[config.mk]
export PLATFORM = sky130hd
export DESIGN_NAME = seq_div32
export DESIGN_NICKNAME = d
export VERILOG_FILES = /design/src/rtl/seq_div_pkg.sv /design/src/rtl/seq_div32_add_sub.sv /design/src/rtl/seq_div32.sv
export SDC_FILE = /design/constraint.sdc
export NUM_CORES = 1
export LEC_CHECK = 0
export CAP_MARGIN = 10
export CELL_PAD_IN_SITES_DETAIL_PLACEMENT = 1
export CELL_PAD_IN_SITES_GLOBAL_PLACEMENT = 1
export CORE_ASPECT_RATIO = 1.1
export CORE_UTILIZATION = 43
export CTS_CLUSTER_DIAMETER = 150
export CTS_CLUSTER_SIZE = 14
export DETAILED_ROUTE_END_ITERATION = 16
export HOLD_SLACK_MARGIN = 0.05
export PLACE_DENSITY = 0.84
export SYNTH_ARGS = -nofsm -noshare
export SYNTH_HDL_FRONTEND = slang
export SYNTH_SLANG_ARGS = --single-unit
[constraint.sdc]
create_clock -name clk -period 6.9 [get_ports clk]
set_input_delay 0.69 -clock clk [delete_from_list [all_inputs] [get_ports clk]]
set_output_delay 0.69 -clock clk [all_outputs]
set_load 0.005 [all_outputs]
[src/rtl/seq_div_pkg.sv]
// seq_div_pkg: shared constants, state encoding and helpers for the seq_div32
// multi-cycle restoring divider.
//   DIV_WIDTH  : operand/result width (fixed at 32, the add/sub unit is fixed-width)
//   DIV_CNT_W  : iteration counter width (must hold DIV_WIDTH)
//   ITER_COUNT : number of quotient bits produced, one per CALC cycle
//   DIV0_QUOT  : quotient returned on divide-by-zero
package seq_div_pkg;

    localparam int          DIV_WIDTH  = 32;
    localparam int          DIV_CNT_W  = 6;
    localparam int          ITER_COUNT = 32;
    localparam logic [31:0] DIV0_QUOT  = 32'hFFFF_FFFF;

    localparam logic [1:0] ST_IDLE = 2'd0;
    localparam logic [1:0] ST_CALC = 2'd1;
    localparam logic [1:0] ST_FIX  = 2'd2;
    localparam logic [1:0] ST_DONE = 2'd3;

    typedef enum logic [1:0] {
        IDLE = ST_IDLE,
        CALC = ST_CALC,
        FIX  = ST_FIX,
        DONE = ST_DONE
    } state_t;

    // Two's-complement negation; 32'h8000_0000 maps onto itself.
    function automatic logic [31:0] neg32(input logic [31:0] x);
        return ~x + 32'd1;
    endfunction

endpackage

[src/rtl/seq_div32_add_sub.sv]
// add_sub_unit: the single shared 32-bit adder/subtractor driven by seq_div32.
//   a, b : operands
//   sub  : 1 = a - b (a + ~b + 1), 0 = a + b
//   s    : 32-bit result
//   co   : carry out; for a subtract, 1 means no borrow (a >= b unsigned)
module add_sub_unit (
    input  logic [31:0] a,
    input  logic [31:0] b,
    input  logic        sub,
    output logic [31:0] s,
    output logic        co
);

    logic [31:0] b_eff_s;
    logic [32:0] sum_s;

    // Invert the second operand and inject the carry-in for a subtract.
    always_comb begin
        b_eff_s = sub ? ~b : b;
        sum_s   = {1'b0, a} + {1'b0, b_eff_s} + {32'd0, sub};
    end

    assign s  = sum_s[31:0];
    assign co = sum_s[32];

endmodule

[src/rtl/seq_div32.sv]
// seq_div32: multi-cycle restoring divider controller serving DIV/DIVU.
// Produces one quotient bit per clock using one shared add/sub unit.
// Optional signed support is compiled in with `define SEQDIV_SIGNED_EN.
//   clk, rst            : rising-edge clock, synchronous active-high reset
//   start               : request pulse, sampled only in IDLE
//   sgn                 : signed division (honoured only with SEQDIV_SIGNED_EN)
//   dividend, divisor   : operands, captured on an accepted start
//   busy                : high in CALC/FIX
//   done                : one-cycle pulse when results are valid
//   div0                : divisor was zero; held until the next accepted start
//   quotient, remainder : results, held until the next completion
module seq_div32
    import seq_div_pkg::*;
#(
    parameter int WIDTH = DIV_WIDTH,
    parameter int CNT_W = DIV_CNT_W
) (
    input  logic             clk,
    input  logic             rst,
    input  logic             start,
    input  logic             sgn,
    input  logic [WIDTH-1:0] dividend,
    input  logic [WIDTH-1:0] divisor,
    output logic             busy,
    output logic             done,
    output logic             div0,
    output logic [WIDTH-1:0] quotient,
    output logic [WIDTH-1:0] remainder
);

    state_t             state_r, state_nxt_s;
    logic [WIDTH-1:0]   r_r, q_r, d_r;
    logic [CNT_W-1:0]   cnt_r;
    logic               busy_r, done_r, div0_r;
    logic [WIDTH-1:0]   quotient_r, remainder_r;

    logic [WIDTH-1:0]   a_s, b_s, s_s, p_s, r_new_s, q_new_s;
    logic               sub_s, co_s, take_s, last_iter_s;

`ifdef SEQDIV_SIGNED_EN
    logic               sgn_mode_r, neg_q_r, neg_rem_r;
`else
    logic               sgn_unused_s;
    assign sgn_unused_s = sgn;
`endif

    // Restoring step: R[31] set means the shifted partial remainder exceeds 2^32 > D.
    assign p_s         = {r_r[WIDTH-2:0], q_r[WIDTH-1]};
    assign take_s      = r_r[WIDTH-1] | co_s;
    assign r_new_s     = take_s ? s_s : p_s;
    assign q_new_s     = {q_r[WIDTH-2:0], take_s};
    assign last_iter_s = (cnt_r == CNT_W'(1));

    add_sub_unit u_add_sub (
        .a   (a_s),
        .b   (b_s),
        .sub (sub_s),
        .s   (s_s),
        .co  (co_s)
    );

    // Next-state logic.
    always_comb begin
        state_nxt_s = state_r;
        case (state_r)
            IDLE: begin
                if (start) begin
                    state_nxt_s = (divisor == '0) ? DONE : CALC;
                end else begin
                    state_nxt_s = IDLE;
                end
            end
            CALC: begin
                if (last_iter_s) begin
`ifdef SEQDIV_SIGNED_EN
                    state_nxt_s = sgn_mode_r ? FIX : DONE;
`else
                    state_nxt_s = DONE;
`endif
                end else begin
                    state_nxt_s = CALC;
                end
            end
`ifdef SEQDIV_SIGNED_EN
            FIX:     state_nxt_s = DONE;
`endif
            DONE:    state_nxt_s = IDLE;
            default: state_nxt_s = IDLE;
        endcase
    end

    // Add/sub operand steering: iteration subtract in CALC, negations otherwise.
    always_comb begin
        a_s   = p_s;
        b_s   = d_r;
        sub_s = 1'b1;
        case (state_r)
`ifdef SEQDIV_SIGNED_EN
            // Dividend magnitude on accept: 0 - dividend.
            IDLE: begin
                a_s   = '0;
                b_s   = dividend;
                sub_s = 1'b1;
            end
            // A negative divisor is kept raw and added: P + D == P - |D| with the
            // same carry meaning, so no separate divisor negation is needed.
            CALC: begin
                a_s   = p_s;
                b_s   = d_r;
                sub_s = ~(sgn_mode_r & d_r[WIDTH-1]);
            end
            FIX: begin
                a_s   = '0;
                b_s   = q_r;
                sub_s = 1'b1;
            end
`else
            CALC: begin
                a_s   = p_s;
                b_s   = d_r;
                sub_s = 1'b1;
            end
`endif
            default: begin
                a_s   = p_s;
                b_s   = d_r;
                sub_s = 1'b1;
            end
        endcase
    end

    // State, datapath and registered outputs.
    always_ff @(posedge clk) begin
        if (rst) begin
            state_r     <= IDLE;
            r_r         <= '0;
            q_r         <= '0;
            d_r         <= '0;
            cnt_r       <= '0;
            busy_r      <= 1'b0;
            done_r      <= 1'b0;
            div0_r      <= 1'b0;
            quotient_r  <= '0;
            remainder_r <= '0;
`ifdef SEQDIV_SIGNED_EN
            sgn_mode_r  <= 1'b0;
            neg_q_r     <= 1'b0;
            neg_rem_r   <= 1'b0;
`endif
        end else begin
            state_r <= state_nxt_s;
            busy_r  <= (state_nxt_s == CALC) || (state_nxt_s == FIX);
            done_r  <= (state_nxt_s == DONE);
            case (state_r)
                IDLE: begin
                    if (start) begin
                        if (divisor == '0) begin
                            quotient_r  <= DIV0_QUOT;
                            remainder_r <= dividend;
                            div0_r      <= 1'b1;
                        end else begin
                            div0_r <= 1'b0;
                            r_r    <= '0;
                            d_r    <= divisor;
                            cnt_r  <= CNT_W'(ITER_COUNT);
`ifdef SEQDIV_SIGNED_EN
                            sgn_mode_r <= sgn;
                            neg_q_r    <= sgn & (dividend[WIDTH-1] ^ divisor[WIDTH-1]);
                            neg_rem_r  <= sgn & dividend[WIDTH-1];
                            q_r        <= (sgn & dividend[WIDTH-1]) ? s_s : dividend;
`else
                            q_r        <= dividend;
`endif
                        end
                    end
                end
                CALC: begin
                    r_r   <= r_new_s;
                    q_r   <= q_new_s;
                    cnt_r <= cnt_r - CNT_W'(1);
`ifdef SEQDIV_SIGNED_EN
                    if (last_iter_s && !sgn_mode_r) begin
`else
                    if (last_iter_s) begin
`endif
                        quotient_r  <= q_new_s;
                        remainder_r <= r_new_s;
                    end
                end
`ifdef SEQDIV_SIGNED_EN
                // Truncating signed fix-up: quotient through the shared unit.
                FIX: begin
                    quotient_r  <= neg_q_r   ? s_s          : q_r;
                    remainder_r <= neg_rem_r ? neg32(r_r)   : r_r;
                end
`endif
                default: begin
                    cnt_r <= cnt_r;
                end
            endcase
        end
    end

    assign busy      = busy_r;
    assign done      = done_r;
    assign div0      = div0_r;
    assign quotient  = quotient_r;
    assign remainder = remainder_r;

endmodule

Word level (Yosys, flattened, before mapping)
Index checks and enable logic that the tools add are counted.
- add/sub/neg operators: 3
- multipliers: 0
- div/mod/pow operators: 0
- order comparisons: 0
- equality and inequality tests: 9
- shift-type cells: 0
- mux-type cells: 23
- bitwise logic cells: 3
- reduce and logical (&&, ||, !) cells: 8
- operators by type and width (cell ; count):
    32-bit 2-to-1 mux ; 11
    32-bit one-hot mux with 2 select lines ; 4
    32-bit by 32-bit adder with 33-bit output ; 1
    33-bit by 1-bit adder with 33-bit output, second input constant ; 1
    32-bit zero test ; 1
    32-bit NOT ; 1
    6-bit 2-to-1 mux ; 2
    6-bit one-hot mux with 2 select lines ; 1
    2-bit != test, second input constant ; 4
    6-bit by 1-bit equality test with 1-bit output, second input constant ; 1
    2-bit 2-to-1 mux ; 3
    3-bit AND reduction ; 2
    6-bit by 1-bit subtractor with 6-bit output, second input constant ; 1
    2-bit by 1-bit equality test with 1-bit output, second input constant ; 2
    2-bit equality test, second input constant ; 2
    2-bit one-hot mux with 2 select lines ; 1
    4-bit AND reduction ; 1
    2-bit zero test ; 1
    2-bit AND reduction ; 1
    2-bit nonzero test ; 1
    1-bit logical OR ; 1
    1-bit 2-to-1 mux ; 1
    1-bit NOT ; 1
    1-bit bitwise OR ; 1
- flip-flop bits (word level): 171
- latch bits: 0
- bits in writable memories: 0
- memory bits (read-only): 0
- bits of input ports: 68
- output and inout port bits: 67
- word-level logic and storage cells: 56
- memories: 0

Longest topological paths before layout
- depth after elaboration: 7
- mapped depth: 13
- mapped depth without buffers: 11

Cells and area by module
Synthesis repeated with hierarchy kept, for this count alone.
- cells, all modules: 1053
- area total of the unflattened synthesis: 9127.5 µm²
- modules (own cells, without submodules) (module ; times used ; cells an instance ; area an instance (µm²) ; seq. area each (µm²)):
    seq_div32 ; 1 ; 753 ; 7026.7 ; 3423.3
    add_sub_unit ; 1 ; 300 ; 2100.8 ; 0.0

Least setup slack after synthesis
OpenSTA, ideal clock, no wires.
- kind: reg2reg
- start: reg q_r[31]
- end: reg remainder_r[29] (netlist: remainder[29])
- setup time: 0.134 ns
- data arrival time: 2.667 ns
- required time: 6.766 ns
- slack: 4.099 ns
- cell stages (with the launch flop): 14
- buffers on the path: 2
- clock period less this slack: 2.801 ns
- path through: dfxtp_1 inv_1 ha_1 fa_1 nand2b_1 a21oi_2 o21ai_2 a2111oi_4 o21bai_4 and3_4 buf_6 buf_6 a221oi_1 a211oi_1
- cells in the longest elaborated chain, start to end: 6
- ends and longest elaborated chain (item ; line ; RTL):
    start: declaration ; seq_div32.sv:32 ; logic [WIDTH-1:0] r_r, q_r, d_r;
    start signal: assignment ; seq_div32.sv:172 ; q_r <= dividend;
    start signal: assignment ; seq_div32.sv:179 ; q_r <= q_new_s;
    32-bit by 32-bit adder with 33-bit output * ; seq_div32_add_sub.sv:20 ; sum_s = {1'b0, a} + {1'b0, b_eff_s} + {32'd0, sub};
    33-bit by 1-bit adder with 33-bit output * ; seq_div32_add_sub.sv:20 ;
    1-bit bitwise OR ; seq_div32.sv:49 ; assign take_s = r_r[WIDTH-1] | co_s;
    32-bit 2-to-1 mux * ; seq_div32.sv:50 ; assign r_new_s = take_s ? s_s : p_s;
    32-bit 2-to-1 mux * ; seq_div32.sv:184 ; if (last_iter_s) begin
    32-bit one-hot mux with 2 select lines * ; seq_div32.sv:154 ; case (state_r)
    end signal: assignment ; seq_div32.sv:159 ; remainder_r <= dividend;
    end signal: assignment ; seq_div32.sv:187 ; remainder_r <= r_new_s;
    end: declaration ; seq_div32.sv:35 ; logic [WIDTH-1:0] quotient_r, remainder_r;
Every way passes the cells marked *; elsewhere a longest branch is shown, timed or not. The select of a mux whose other input is x is not followed.
A chain may end at the register's enable or synchronous reset.

Worst setup path after layout
- start: in divisor[7]
- end: reg cnt_r[5]
- cells in the longest elaborated chain, start to end: 3
- ends and longest elaborated chain (item ; line ; RTL):
    start: declaration ; seq_div32.sv:23 ; input logic [WIDTH-1:0] divisor,
    32-bit zero test ; seq_div32.sv:157 ; if (divisor == '0) begin
    2-bit != test (no line) ; - ;
    3-bit AND reduction (no line) ; - ;
    end signal: assignment ; seq_div32.sv:165 ; cnt_r <= CNT_W'(ITER_COUNT);
    end signal: assignment ; seq_div32.sv:180 ; cnt_r <= cnt_r - CNT_W'(1);
    end signal: assignment ; seq_div32.sv:198 ; cnt_r <= cnt_r;
    end: declaration ; seq_div32.sv:33 ; logic [CNT_W-1:0] cnt_r;
Every way passes these cells.

==> key figures <==
Run status
  • Status: complete, no violations

Global route
  • Global-route wire length before repair: 41.3 mm
  • Gr ovfl total: 0
  • Vias in the first global route: 8,011
  • Largest net degree at the start of global routing: 100
  • Overall routing resource usage: 25.6%
  • Antenna violations before repair: 0

Finish
  • Number of fill cells: 2,388
  • Proportion of layout cells with a drive suffix above 1: 6.56%
  • Most frequent cells in the layout: 214 x nand2_1, 171 x dfxtp_1, 132 x clkdlybuf4s50_1
  • Reg area: 3420 sq um
  • Nets: 1,264
  • Multi-input logic area: 4730 sq um
  • Final Non-Filler Cells: 1,425
  • N_diodes: 0
  • Most common cell after layout, fill and taps aside: nand2_1
  • Area growth syn-to-layout: 22.7%

Logic synthesis
  • Syn nets: 1,179
  • Share of flip-flops with an asynchronous set or reset: 0%
  • Post-synthesis register bit count: 171
  • Mapped cell area: 8660 sq um
  • Ys flop type: dfxtp_1
  • Synth unique cells: 65
  • Syn avg cell area: 8.06 sq um
  • Seq/Total Area, Yosys: 39.5%
  • Post-Synthesis Cells: 1,075
  • Post-synth EDFFs: 0
  • Synth warn: 0

Setup path
  • Worst Path Max Fanout: 35
  • Worst R2R Path Depth: 12
  • Cells along the critical path: clkdlybuf4s50_1 -> nor4_1 -> nand4_1 -> nor2_1 -> or2_2 -> nand2_1 -> and4_1 -> xnor2_1 -> a21oi_1
  • R2R setup slack: 3.23 ns
  • CP Launch Type: input port
  • R2r endpoint: remainder[2]
  • Critical R2R Launch: q_r[31]
  • CP max stage delay: 0.69 ns
  • Required time worst endpoint: 7.19 ns
  • Beginning of the critical path: divisor[7]
  • CP Data Arrival Time: 3.97 ns
  • CP max stage cell: or2_2
  • Crit path kind: input port to flop
  • Setup crit end kind: flop

Timing
  • Final hold vios: 0
  • Post-route setup TNS: 0 ns
  • RSZ-0062 raised after global routing: no
  • Min Tclk post-route: 3.68 ns
  • Slew @ Worst Pin: 1.06 ns
  • Final Setup Violations: 0
  • Fin Clk Skew: 0.0122 ns
  • Fin. max-slew vios: 0
  • Max transition margin: 29.0%
  • Crit share post-route: 53.4%
  • Fmax: 272 MHz

Pwr
  • Clk pwr share: 20.6%
  • Sequential Power Share: 26.4%
  • Psw: 0.00209 W
  • Sw Share: 45.0%
  • Int Pwr: 0.00256 W
  • Maximum VDD drop: 0.204 mV
  • Pwr dens: 437 nW/um^2
  • Leak: 3.86 nW
  • Logic pwr share: 53.0%

Routing
  • Via count: 8,154
  • WL met3: 964 um
  • Max layer used: met4
  • Initial drt markers: 486
  • Met2 routed WL: 12.2 mm
  • # DRC: 0
  • Via-to-Cell Ratio: 5.72
  • M1 WL: 12.3 mm
  • Post-route ant nets: 0
  • Drt pass-1 iters: 7
  • Routed WL: 25.8 mm
  • Per-cell routed wire length: 18.1 um

Floorplanning
  • Die height: 151 um
  • IO Pins: 135
  • Starting Density: 43.7%
  • Die width: 137 um
  • Total core area: 19,800 sq um
  • # rows: 54
  • Die area: 20,700 sq um

Min path
  • Min-delay worst type: flop to flop
  • Worst Hold Endpoint: b_s[7]
  • Hold path depth: 2
  • Hold wc startpoint: b_s[7]

Clock tree
  • CTS buffer count: 17
  • CTS Buffer Depth: 2
  • Clock latency on the worst-skew pair: 0.44 ns
  • Worst-path clk slew: 0.08 ns
  • TritonCTS clock tree: built
  • Post-CTS Resized: 0
  • Root buffer cell: clkbuf_16
  • Clock sink count: 171
  • Hold buffer count at cts: 0
  • Htree depth: 4
  • Post-CTS Setup Bufs: 0

Flow run
  • Max-cap violations: 0

Placement
  • Placed cell count: 1,393
  • RePlAce Congestion: 0.870
  • IO buf count: 133
  • Dpl hpwl: 18.4 mm
through the flow:
| stage | power [W] | worst slack, ns | instance area, sq um | util, % | hold WS [ns] |
|---|---|---|---|---|---|
| 2_1_floorplan | 0.00307 | 4.10 | 8660 | - | 0.436 |
| 3_3_place_gp | 0.00358 | 2.69 | 10000 | 50.7 | 0.443 |
| 3_5_place_dp | 0.00364 | 2.73 | 10000 | 50.7 | 0.448 |
| 4_1_cts | 0.00463 | 3.16 | 10600 | 53.7 | 0.459 |
| 5_1_grt | 0.00494 | 3.01 | 10600 | 53.7 | 0.472 |
| 6_report | 0.00465 | 3.22 | 10600 | 53.7 | 0.455 |
cells in the mapped netlist (9+ instances only):
cell	n	area (sq um)
a21oi_1	100	500
inv_1	46	173
o21ai_0	15	75.1
nand2_1	214	803
a211oi_1	42	315
nor4_1	11	68.8
nand4_1	9	56.3
xor2_1	12	105
nor3_1	17	85.1
xnor2_1	16	140
clkbuf_1	53	199
ha_1	35	438
dfxtp_1	171	3420
a311oi_1	63	552
a22oi_2	20	250
nor2_1	124	465
nand2b_1	10	62.6
worst max path at each step:
stage | to
floorplan | remainder[29]
global placement | cnt_r[5]
detailed placement | cnt_r[5]
CTS | cnt_r[5]
global route | cnt_r[5]
finish | cnt_r[5]
registers in the layout, indices dropped and copies added, names as in the netlist:
register,cells
b_s,32
busy,1
cnt_r,6
div0,1
done,1
q_r,32
quotient,32
r_r,32
remainder,32
state_r,2
final cells by class:
cell class                      instances  area share [%]
Multi-Input combinational cell        783            44.5
Sequential cell                       171            32.2
Timing Repair Buffer                  140            13.1
Clock buffer                           18            4.13
Tap cell                              252            2.97
Inverter                               47            1.67
Clock inverter                         14            1.42
critical path, delay by kind of cell:
| family | cells | cell delay [ns] |
|---|---|---|
| compound gates | 1 | 0.08 |
| xor+xnor | 1 | 0.14 |
| simple gates | 6 | 2.62 |
| buf+inv | 1 | 0.42 |
per-layer routing:
| metal | vias to the layer above | track usage (%) |
|---|---|---|
| li1 | 4001 | - |
| met2 | 179 | 42.3 |
| met5 | - | 0 |
| met1 | 3950 | 34.7 |
| met4 | 0 | 6.92 |
| met3 | 24 | 3.65 |
power by group through the flow:
stage	logic, W	clock network (W)	registers [W]
after global routing	0.00269	0.00101	0.00124
after floorplan	0.00187	0	0.00121
final	0.00246	0.000959	0.00123
after global placement	0.00235	0	0.00124
after detailed placement	0.00239	0	0.00124
after CTS	0.00244	0.000970	0.00122
cells by family (layout without fill, tap and decap cells):
logic type               Yosys count  after routing  share of synthesized area [%]
AO/OA/AOI/OAI                    305            305                           26.1
XOR/XNOR                          28             28                           2.83
adder cells (fa/ha/maj)           36             36                           5.29
buffers and inverters            121            219                           6.04
flip-flops                       171            171                           39.5
multiplexers                       1              1                          0.116
AND/OR/NAND/NOR                  413            413                           20.1
Note: power is estimated with default switching activity, not from simulation.
